[config.mk]
export PLATFORM = sky130hd
export DESIGN_NAME = input_debounce_flat
export DESIGN_NICKNAME = d
export VERILOG_FILES = /design/src/rtl/input_debounce_pkg.sv /design/src/rtl/input_debounce_if.sv /design/src/rtl/input_debounce_channel.sv /design/src/rtl/input_debounce.sv /design/src/flat_wrapper.sv
export SDC_FILE = /design/constraint.sdc
export NUM_CORES = 1
export LEC_CHECK = 0
export BUFFER_PORTS_ARGS = -buffer_cell sky130_fd_sc_hd__buf_2
export CORE_UTILIZATION = 45
export DETAILED_ROUTE_END_ITERATION = 16
export GPL_ROUTABILITY_DRIVEN = 0
export PLACE_DENSITY_LB_ADDON = 0.2
export SLEW_MARGIN = 20
export SYNTH_ARGS = -nofsm -noshare
export SYNTH_HDL_FRONTEND = slang
export SYNTH_SLANG_ARGS = --single-unit
[constraint.sdc]
create_clock -name CLK -period 2.89 [get_ports CLK]
set_clock_uncertainty 0.15 [all_clocks]
set_input_delay 0.578 -clock CLK [delete_from_list [all_inputs] [get_ports CLK]]
set_output_delay 0.578 -clock CLK [all_outputs]
set_load 0.05 [all_outputs]
[src/rtl/input_debounce_pkg.sv]
// Shared constants for the board input conditioning block.
// Latency: n/a (constants only).
// Backpressure: n/a.
package input_pkg;

  localparam int NUM_SW  = 4;
  localparam int NUM_BTN = 4;

  // Button bit positions within btn_raw / btn_level.
  localparam int BTN_N = 0;
  localparam int BTN_E = 1;
  localparam int BTN_S = 2;
  localparam int BTN_W = 3;

  // Simulation-friendly default; the board build overrides it to 500000.
  localparam int DEF_DEBOUNCE_CYCLES = 16;

endpackage

[src/rtl/input_debounce_if.sv]
// Bundles the raw board inputs and the conditioned outputs of input_debounce.
// Latency: n/a (wiring only).
// Backpressure: none; consumers sample the pulses every cycle.
//
// Signals: sw_raw/btn_raw (raw pins), sw0..sw3 (levels), nb/eb/sb/wb (press
// pulses), btn_level (button levels), any_press (OR of the pulses).
interface input_debounce_if;
  import input_pkg::*;

  logic [NUM_SW-1:0]  sw_raw;
  logic [NUM_BTN-1:0] btn_raw;
  logic               sw0, sw1, sw2, sw3;
  logic               nb, eb, sb, wb;
  logic [NUM_BTN-1:0] btn_level;
  logic               any_press;

  // master: the board / bench side that drives the raw pins.
  modport master (
    output sw_raw, btn_raw,
    input  sw0, sw1, sw2, sw3, nb, eb, sb, wb, btn_level, any_press
  );

  // slave: the conditioning block itself.
  modport slave (
    input  sw_raw, btn_raw,
    output sw0, sw1, sw2, sw3, nb, eb, sb, wb, btn_level, any_press
  );
endinterface

[src/rtl/input_debounce_channel.sv]
// One input channel: SYNC_STAGES-deep synchroniser then a stability counter.
// Latency: raw edge before CLK edge k shows on level after edge k+SYNC_STAGES+DEBOUNCE_CYCLES-1.
// Backpressure: none; level is a free-running output.
//
// Ports: CLK, CLR (async active-high), raw (asynchronous pin), level (debounced).
module debounce_channel #(
  parameter int DEBOUNCE_CYCLES = 16,
  parameter int SYNC_STAGES     = 2
) (
  input  logic CLK,
  input  logic CLR,
  input  logic raw,
  output logic level
);

  localparam int CNT_W = $clog2(DEBOUNCE_CYCLES + 1);
  localparam logic [CNT_W-1:0] CNT_LAST = CNT_W'(DEBOUNCE_CYCLES - 1);

  logic [SYNC_STAGES-1:0] sync;
  logic                   s;
  logic                   st;
  logic [CNT_W-1:0]       cnt;

  assign s     = sync[SYNC_STAGES-1];
  assign level = st;

  always_ff @(posedge CLK or posedge CLR) begin
    if (CLR) begin
      sync <= '0;
    end else begin
      sync <= {sync[SYNC_STAGES-2:0], raw};
    end
  end

  // Any sample matching st (including a one-cycle glitch back) restarts the
  // count, so only an unbroken run of DEBOUNCE_CYCLES new samples is accepted.
  always_ff @(posedge CLK or posedge CLR) begin
    if (CLR) begin
      st  <= 1'b0;
      cnt <= '0;
    end else if (s == st) begin
      cnt <= '0;
    end else if (cnt == CNT_LAST) begin
      st  <= s;
      cnt <= '0;
    end else begin
      cnt <= cnt + 1'b1;
    end
  end

endmodule

[src/rtl/input_debounce.sv]
// Debounces 4 switches (levels out) and 4 buttons (registered press pulses + any_press).
// Latency: level after edge k+SYNC_STAGES+DEBOUNCE_CYCLES-1, press pulse one edge later.
// Backpressure: none; pulses last one cycle and must be sampled every cycle.
//
// Ports: CLK, CLR (async active-high), io (input_debounce_if.slave).
// Optional: define BTN_REPEAT_EN for auto-repeat every REPEAT_CYCLES while held.
module input_debounce
  import input_pkg::*;
#(
  parameter int DEBOUNCE_CYCLES = DEF_DEBOUNCE_CYCLES,
  parameter int SYNC_STAGES     = 2,
  parameter int REPEAT_CYCLES   = 64
) (
  input  logic             CLK,
  input  logic             CLR,
  input_debounce_if.slave  io
);

  logic [NUM_SW-1:0]  sw_st;
  logic [NUM_BTN-1:0] btn_st;
  logic [NUM_BTN-1:0] btn_st_d;
  logic [NUM_BTN-1:0] rise;
  logic [NUM_BTN-1:0] pulse_nxt;
  logic [NUM_BTN-1:0] pulse;

  for (genvar i = 0; i < NUM_SW; i++) begin : g_sw
    debounce_channel #(
      .DEBOUNCE_CYCLES (DEBOUNCE_CYCLES),
      .SYNC_STAGES     (SYNC_STAGES)
    ) u_ch (
      .CLK   (CLK),
      .CLR   (CLR),
      .raw   (io.sw_raw[i]),
      .level (sw_st[i])
    );
  end

  for (genvar i = 0; i < NUM_BTN; i++) begin : g_btn
    debounce_channel #(
      .DEBOUNCE_CYCLES (DEBOUNCE_CYCLES),
      .SYNC_STAGES     (SYNC_STAGES)
    ) u_ch (
      .CLK   (CLK),
      .CLR   (CLR),
      .raw   (io.btn_raw[i]),
      .level (btn_st[i])
    );
  end

  assign rise = btn_st & ~btn_st_d;

`ifdef BTN_REPEAT_EN
  localparam int REP_W = $clog2(REPEAT_CYCLES + 1);
  localparam logic [REP_W-1:0] REP_LAST = REP_W'(REPEAT_CYCLES - 1);

  logic [NUM_BTN-1:0][REP_W-1:0] rep_cnt;
  logic [NUM_BTN-1:0]            rep_fire;

  // The counter restarts on the initial press, so repeats land exactly
  // REPEAT_CYCLES after the previous pulse for as long as st stays high.
  always_comb begin
    rep_fire = '0;
    for (int i = 0; i < NUM_BTN; i++) begin
      rep_fire[i] = btn_st[i] & ~rise[i] & (rep_cnt[i] == REP_LAST);
    end
  end

  always_ff @(posedge CLK or posedge CLR) begin
    if (CLR) begin
      rep_cnt <= '0;
    end else begin
      for (int i = 0; i < NUM_BTN; i++) begin
        if (!btn_st[i] || rise[i] || rep_fire[i]) begin
          rep_cnt[i] <= '0;
        end else begin
          rep_cnt[i] <= rep_cnt[i] + 1'b1;
        end
      end
    end
  end

  assign pulse_nxt = rise | rep_fire;
`else
  // Repeat interval has no meaning without the repeat logic.
  logic unused_repeat_cycles;
  assign unused_repeat_cycles = |REPEAT_CYCLES;

  assign pulse_nxt = rise;
`endif

  always_ff @(posedge CLK or posedge CLR) begin
    if (CLR) begin
      btn_st_d <= '0;
      pulse    <= '0;
    end else begin
      btn_st_d <= btn_st;
      pulse    <= pulse_nxt;
    end
  end

  assign io.sw0       = sw_st[0];
  assign io.sw1       = sw_st[1];
  assign io.sw2       = sw_st[2];
  assign io.sw3       = sw_st[3];
  assign io.nb        = pulse[BTN_N];
  assign io.eb        = pulse[BTN_E];
  assign io.sb        = pulse[BTN_S];
  assign io.wb        = pulse[BTN_W];
  assign io.btn_level = btn_st;
  assign io.any_press = |pulse;

endmodule

[src/flat_wrapper.sv]
// flat-port wrapper written by rule: the top's interface ports become plain ports
module input_debounce_flat import input_pkg::*;
#(
  parameter int DEBOUNCE_CYCLES = DEF_DEBOUNCE_CYCLES,
  parameter int SYNC_STAGES     = 2,
  parameter int REPEAT_CYCLES   = 64
)
  (CLK, CLR, io_sw_raw, io_btn_raw, io_sw0, io_sw1, io_sw2, io_sw3, io_nb, io_eb, io_sb, io_wb, io_btn_level, io_any_press);
  input_debounce_if io_i ();
  input  logic CLK;
  input  logic CLR;
  input wire logic [$bits(io_i.sw_raw)-1:0] io_sw_raw;
  input wire logic [$bits(io_i.btn_raw)-1:0] io_btn_raw;
  output wire logic [$bits(io_i.sw0)-1:0] io_sw0;
  output wire logic [$bits(io_i.sw1)-1:0] io_sw1;
  output wire logic [$bits(io_i.sw2)-1:0] io_sw2;
  output wire logic [$bits(io_i.sw3)-1:0] io_sw3;
  output wire logic [$bits(io_i.nb)-1:0] io_nb;
  output wire logic [$bits(io_i.eb)-1:0] io_eb;
  output wire logic [$bits(io_i.sb)-1:0] io_sb;
  output wire logic [$bits(io_i.wb)-1:0] io_wb;
  output wire logic [$bits(io_i.btn_level)-1:0] io_btn_level;
  output wire logic [$bits(io_i.any_press)-1:0] io_any_press;
  assign io_i.sw_raw = io_sw_raw;
  assign io_i.btn_raw = io_btn_raw;
  assign io_sw0 = io_i.sw0;
  assign io_sw1 = io_i.sw1;
  assign io_sw2 = io_i.sw2;
  assign io_sw3 = io_i.sw3;
  assign io_nb = io_i.nb;
  assign io_eb = io_i.eb;
  assign io_sb = io_i.sb;
  assign io_wb = io_i.wb;
  assign io_btn_level = io_i.btn_level;
  assign io_any_press = io_i.any_press;
  input_debounce #(.DEBOUNCE_CYCLES(DEBOUNCE_CYCLES), .SYNC_STAGES(SYNC_STAGES), .REPEAT_CYCLES(REPEAT_CYCLES)) u_core (.CLK(CLK), .CLR(CLR), .io(io_i));
endmodule
* Word level (Yosys, flattened, before mapping)
Index checks and enable logic that the tools add are counted.
Operators by class: reductions and logical operators 9, add/sub/neg operators 8, mux-type cells 16, eq/ne operators 16, bitwise logic cells 10
Operators by type and width (count):
- 5-bit two-way mux | 16
- 5-bit by 1-bit adder with 5-bit output (second input constant) | 8
- 5-bit by 4-bit == test with 1-bit output (second input constant) | 8
- 2-bit AND reduction | 8
- 1-bit == test | 8
- 1-bit NOT | 8
- 4-bit bitwise AND | 1
- 4-bit NOT | 1
- 4-bit OR reduction | 1
Word-level totals: word-level logic and storage cells 85, input port bits 10, register bits 72

* Depth between registers and ports, before layout
Gate-level depths: netlist of the first run.
depth in word-level cells 3, gate-level depth with buffers 4

* Hierarchy
Synthesis of the first run repeated with hierarchy kept, for this count alone.
Unflattened totals: cells, all modules 206, area total of the unflattened synthesis 2758.9 um^2
By module, submodules not included:
- debounce_channel | cells each 24, area each 315.3 um^2, instances 8, seq. area each 200.2 um^2
- input_debounce | cells each 14, area each 236.5 um^2, instances 1, seq. area each 200.2 um^2

* Worst setup path after synthesis of the first run
No wires, ideal clock.
kind reg-to-output, from register u_core.pulse[1], to output io_any_press, path slack 0.788 ns, cell stages (with the launch flop) 2, required time 2.162 ns, data arrival time 1.374 ns, path through dfrtp_1 > or4_1
Between the ends: word-level cells in the longest chain between the ends 1
Ends and longest elaborated chain:
- start, declared | RTL line input_debounce.sv:24 | logic [NUM_BTN-1:0] pulse;
- start signal, assigned | RTL line input_debounce.sv:97 | pulse <= pulse_nxt;
- 4-bit OR reduction | RTL line input_debounce.sv:110 | assign io.any_press = |pulse;
- end, declared | RTL line flat_wrapper.sv:23 | output wire logic [$bits(io_i.any_press)-1:0] io_any_press;
Every way passes these cells.

* Final worst setup path of the first run
Same ends and word-level chain as after synthesis.

==> metrics, run 1 <==
Slew Limit Fails=0; FMAX=465 MHz; Worst-path clk slew=0.07 ns; pre-CTS setup slack=1.10 ns; Pre-Repair DR Iteration Count=4; Max-Cap Viols=0; global-route wire length before repair=6190 um; period utilization=0.744; DRC Markers=0; ANT nets after route=0; Leak=1.67 nW; Post-Route WL=3540 um; Hold Buf Count CTS=0; Layout Cells excl Fill=308; via count=1398; worst r2r path cells=4; largest net degree at the start of global routing=29; share of post-route cells with drive strength above 1=0.174; Seq/Total Area, Yosys=0.682; Worst setup SP type=flop; Worst-Skew Late Latency=0.34 ns; initial antenna violation count=0; RSZ-0062 raised after global routing=false; GRT Total Usage=0.137; Post-Syn Area=2640 um2; Power Density=655 nW/um2; Mapped Avg Cell Area=13.1 um2; Slew headroom=0.741; core region area=5570 um2; crit path capture type=output pin; Gate power share=0.042; Yosys warning total=0; I/O Buffers=22; vias in the first global route=1396; Final Cell Area=3040 um2; post-cts repair resize count=0; die width=78.6 um; clock period minus worst slack=2.15 ns; Worst EP required=2.16 ns; Fin Hold WS=0.0585 ns; initial core utilization=0.474; Setup TNS=0 ns; Core Util, Final=0.545; CTS root buf=clkbuf_8; setup repair bufs after CTS=0; FF/Latch Area=1800 um2; Crit path arrival time=1.42 ns; Synth Net Count=219; post-placement cell area=2830 um2; Rows=27; Total Power=1.99 mW; TritonCTS clock tree=yes; Reg2Reg Launch Point=u_core.g_btn[2].u_ch.cnt[0]; status=finished, final reports clean; NetSw=0.432 mW; Iter 0 DRT Violations=85; Max Root-Sink Buffers=2; post-synth cell types=14; cts bufs inserted=9; Nets=250; switch share=0.217; Syn Inst Count=201; n_diodes=0; hpwl dp=2350 um; Die Ht=78.6 um; setup ws final=0.740 ns; Crit Path Max Fanout=2; Hold Fails Final Rpt=0; detail-routed net length per standard cell=11.5 um; WS Path Type=flop to output pin; P&R area growth vs syn=14.9%; synthesized flop and latch total=72; sequential power share=0.538; Multi-input gate area=781 um2; vias per std cell=4.54; clock power share=0.419; die area=6180 um2; Internal=1.56 mW; Crit. Startpoint=u_core.pulse[1]; Slew @ Worst Pin=0.388 ns; H-Tree Level Count=3; setup violators final=0; CTS sink cnt=72; Congestion Overflow GR=0; fillers=474; placed cells=293; Min-Delay Path Class=primary input to asynchronous set/reset pin; I/O Pins=23; Peak VDD IR=400 uV
state kept, by name (all words and copies together) (netlist names):
signal                   flops
u_core.g_sw.u_ch.cnt        20
u_core.g_sw.u_ch.level       4
u_core.btn_st_d              4
u_core.g_btn.u_ch.cnt       20
u_core.g_btn.u_ch.level      4
u_core.g_btn.u_ch.sync       8
u_core.g_sw.u_ch.sync        8
u_core.pulse                 4
cells by family after synthesis:
| group | Yosys count | share of synthesized area |
|---|---|---|
| AO/OA/AOI/OAI | 8 | 0.0152 |
| XOR/XNOR | 24 | 0.0795 |
| adder cells (fa/ha/maj) | 8 | 0.0379 |
| buffers and inverters | 12 | 0.0227 |
| flip-flops | 72 | 0.682 |
| multiplexers | 8 | 0.0341 |
| AND/OR/NAND/NOR | 69 | 0.129 |
per-layer routing:
metal	share of wire	vias to the layer above	global-route usage
met3	0.033	12	0.0349
met1	0.51	655	0.176
li1	-	710	-
met5	0	-	0
met2	0.42	21	0.197
met4	0.036	0	0.111
power groups by stage:
stage	Clock, mW	Combinational, mW	Sequential [mW]
floorplan	0	0.0639	1.09
global placement	0	0.0844	1.09
detailed placement	0	0.0863	1.09
CTS	0.860	0.0866	1.07
global route	0.902	0.0997	1.08
finish	0.834	0.0840	1.07
worst max-delay path: stages (launching register included):
cell and delay, ns:
dfrtp_1 0.37, or4_1 0.50, buf_2 0.22
layout make-up:
| cell class | instances | share of cell area |
|---|---|---|
| Timing Repair Buffer | 24 | 0.0412 |
| Sequential cell | 72 | 0.593 |
| Clock inverter | 6 | 0.0280 |
| Clock buffer | 9 | 0.0408 |
| Inverter | 8 | 0.00989 |
| Tap cell | 72 | 0.0297 |
| Multi-Input combinational cell | 117 | 0.257 |
cells in the final DEF, fill, tap and decap left out:
cell type	netlist	final
nor2b_1	4	4
nor2_1	31	31
inv_2	0	1
o21ai_1	8	8
and3_1	8	8
buf_4	4	2
ha_1	8	8
or4_1	1	1
nand3_2	1	1
dfrtp_1	72	72
bufinv_16	0	2
clkinvlp_4	0	2
nand3_1	15	15
xor2_1	24	24
clkbuf_8	0	9
clkinv_2	0	2
buf_2	0	22
and2_1	9	9
mux2_1	8	8
inv_1	8	7
synthesized netlist by cell type:
library cell / n / area (um2)
xor2_1: 24 / 210
mux2_1: 8 / 90.1
nand3_1: 15 / 75.1
nor2b_1: 4 / 25.0
o21ai_1: 8 / 40.0
dfrtp_1: 72 / 1800
ha_1: 8 / 100
buf_4: 4 / 30.0
nor2_1: 31 / 116
and2_1: 9 / 56.3
or4_1: 1 / 7.51
inv_1: 8 / 30.0
and3_1: 8 / 50.1
nand3_2: 1 / 10.0
final timing paths:
kind	endpoint	slack (ns)
setup reg to reg	u_core.g_btn[2].u_ch.level	1.45
min in group CLK	u_core.g_sw[0].u_ch.sync[0]	0.19
hold / removal	u_core.g_sw[2].u_ch.sync[0]	0.06
max in group asynchronous	u_core.g_btn[1].u_ch.cnt[1]	1.85
setup / recovery	io_any_press	0.74
hold reg to reg	u_core.g_sw[3].u_ch.sync[1]	0.19
Power figures use the tool's default switching activity.
==> run 2: changes to the inputs <==
==> constraint.sdc (replaced) <==
create_clock -name CLK -period 1.93 [get_ports CLK]
set_clock_uncertainty 0.15 [all_clocks]
set_input_delay 0.386 -clock CLK [delete_from_list [all_inputs] [get_ports CLK]]
set_output_delay 0.386 -clock CLK [all_outputs]
set_load 0.05 [all_outputs]
==> metrics, run 2 (synthesized netlist as in run 1, its figures left out) <==
status=finished with violations; failing checks=negative setup slack; Slew headroom=0.757; Post-Route WL=3390 um; Worst EP required=1.39 ns; hold path cells=0; most frequent cells in the layout=72 x dfrtp_1, 31 x nor2_1, 24 x xor2_1; most common cell after layout, fill and taps aside=dfrtp_1; Leak=1.68 nW; vias in the first global route=1474; Crit Path Max Fanout=2; Internal=2.12 mW; Reg2Reg Launch Point=u_core.g_btn[1].u_ch.cnt[0]; P&R area growth vs syn=17.1%; vias per std cell=4.63; worst r2r path cells=4; Rows=27; sequential power share=0.590; crit path capture type=output pin; Largest regs=u_core.g_btn.u_ch.cnt x20, u_core.g_sw.u_ch.cnt x20; H-Tree Level Count=3; setup repair bufs after CTS=0; n_diodes=0; ANT nets after route=0; Congestion Overflow GR=0; Min-Delay Path Class=flop to flop; Pre-Repair DR Iteration Count=4; Hold Fails Final Rpt=0; hpwl dp=2170 um; Power Density=878 nW/um2; Crit path arrival time=1.42 ns; detail-routed net length per standard cell=10.7 um; R2R setup slack=0.52 ns; Iter 0 DRT Violations=43; DRC Markers=0; I/O Pins=23; TritonCTS clock tree=yes; Slew Limit Fails=0; NetSw=0.597 mW; WS Path Type=flop to output pin; largest net degree at the start of global routing=73; Slew @ Worst Pin=0.365 ns; share of post-route cells with drive strength above 1=0.152; cts bufs inserted=9; die area=6180 um2; Nets=258; Max-Cap Viols=0; Peak VDD IR=516 uV; Core Util, Final=0.555; clock period minus worst slack=1.95 ns; Gate power share=0.052; via count=1458; fillers=467; switch share=0.220; period utilization=1.01; GRT Total Usage=0.137; FMAX=513 MHz; setup ws final=-0.0212 ns; global-route wire length before repair=6220 um; CTS root buf=clkbuf_8; Max Root-Sink Buffers=2; clock power share=0.358; RSZ-0062 raised after global routing=true; Worst-path clk slew=0.07 ns; pre-CTS setup slack=0.324 ns; reg-to-reg endpoint=u_core.g_btn[1].u_ch.level; setup violators final=1; die width=78.6 um; worst hold start=u_core.g_sw[2].u_ch.sync[0]; Worst-Skew Late Latency=0.34 ns; core region area=5570 um2; I/O Buffers=22; CTS sink cnt=72; Die Ht=78.6 um; initial antenna violation count=0; Hold EP=u_core.g_sw[2].u_ch.sync[1]; initial core utilization=0.474; Worst setup SP type=flop
==> run 2: cell types whose count changed in the layout (fill, tap and decap cells not counted), sizes merged <==
cell	previous run	this run
inv	8	7
bufinv	2	0
clkinvlp	2	1
dlygate4sd3	0	9
clkinv	2	1
buf	24	23
clkbuf	9	13
==> run 2: layer usage <==
layer  vias to the layer above  wire length [um]  track usage
met5                         -                 0            0
met2                        25              1500        0.205
met1                       698              1650        0.163
met4                         0                66       0.0778
li1                        727                 -            -
met3                         8               169       0.0628
==> run 2: worst max-delay path by stage <==
stage | startpoint | end | slack [ns]
finish | u_core.pulse[1] | io_any_press | -0.02
global route | u_core.pulse[1] | io_any_press | -0.07
CTS | u_core.pulse[2] | io_any_press | -0.03
detailed placement | u_core.pulse[1] | io_any_press | 0.32
global placement | u_core.pulse[1] | io_any_press | 0.32
floorplan | u_core.pulse[1] | io_any_press | 0.02
==> run 2: cell type report <==
| type | count | area (um2) | share of cell area |
|---|---|---|---|
| clock buffers | 13 | 149 | 0.0481 |
| clock inverters | 1 | 5.00 | 0.00162 |
| inverters | 8 | 33.8 | 0.0109 |
| multi-input cells | 117 | 785 | 0.254 |
| flip-flops and latches | 72 | 1800 | 0.582 |
| well taps | 72 | 90.1 | 0.0291 |
| repair buffers | 32 | 230 | 0.0744 |
==> run 2: power by group through the flow <==
stage | combinational, mW | sequential [mW] | clock [mW]
floorplan | 0.0961 | 1.63 | 0
global placement | 0.129 | 1.63 | 0
detailed placement | 0.132 | 1.63 | 0
CTS | 0.146 | 1.60 | 1.01
global route | 0.171 | 1.61 | 1.08
finish | 0.141 | 1.60 | 0.971
==> run 2: worst max-delay path, cell delays in order, from the launching register on <==
cell and delay, ns:
dfrtp_1 0.37, or4_4 0.54, buf_8 0.17
==> run 2: timing repair <==
action,CTS,global route
endpoints found under the setup margin,1,1
hold endpoints to repair,18,0
hold buffers,9,0
resized for setup,2,2
pin swaps,1,1
==> run 2: metrics by stage <==
| stage | total power [mW] | std cells | cell area [um2] | TNS [ns] | hold WS, ns |
|---|---|---|---|---|---|
| after floorplan | 1.72 | 201 | 2650 | 0 | 0.181 |
| after global placement | 1.76 | 292 | 2840 | 0 | 0.182 |
| after detailed placement | 1.76 | 292 | 2840 | 0 | 0.185 |
| after CTS | 2.76 | 315 | 3090 | -0.0292 | 0.200 |
| after global routing | 2.86 | 315 | 3090 | -0.0702 | 0.209 |
| final | 2.72 | 315 | 3090 | -0.0212 | 0.199 |
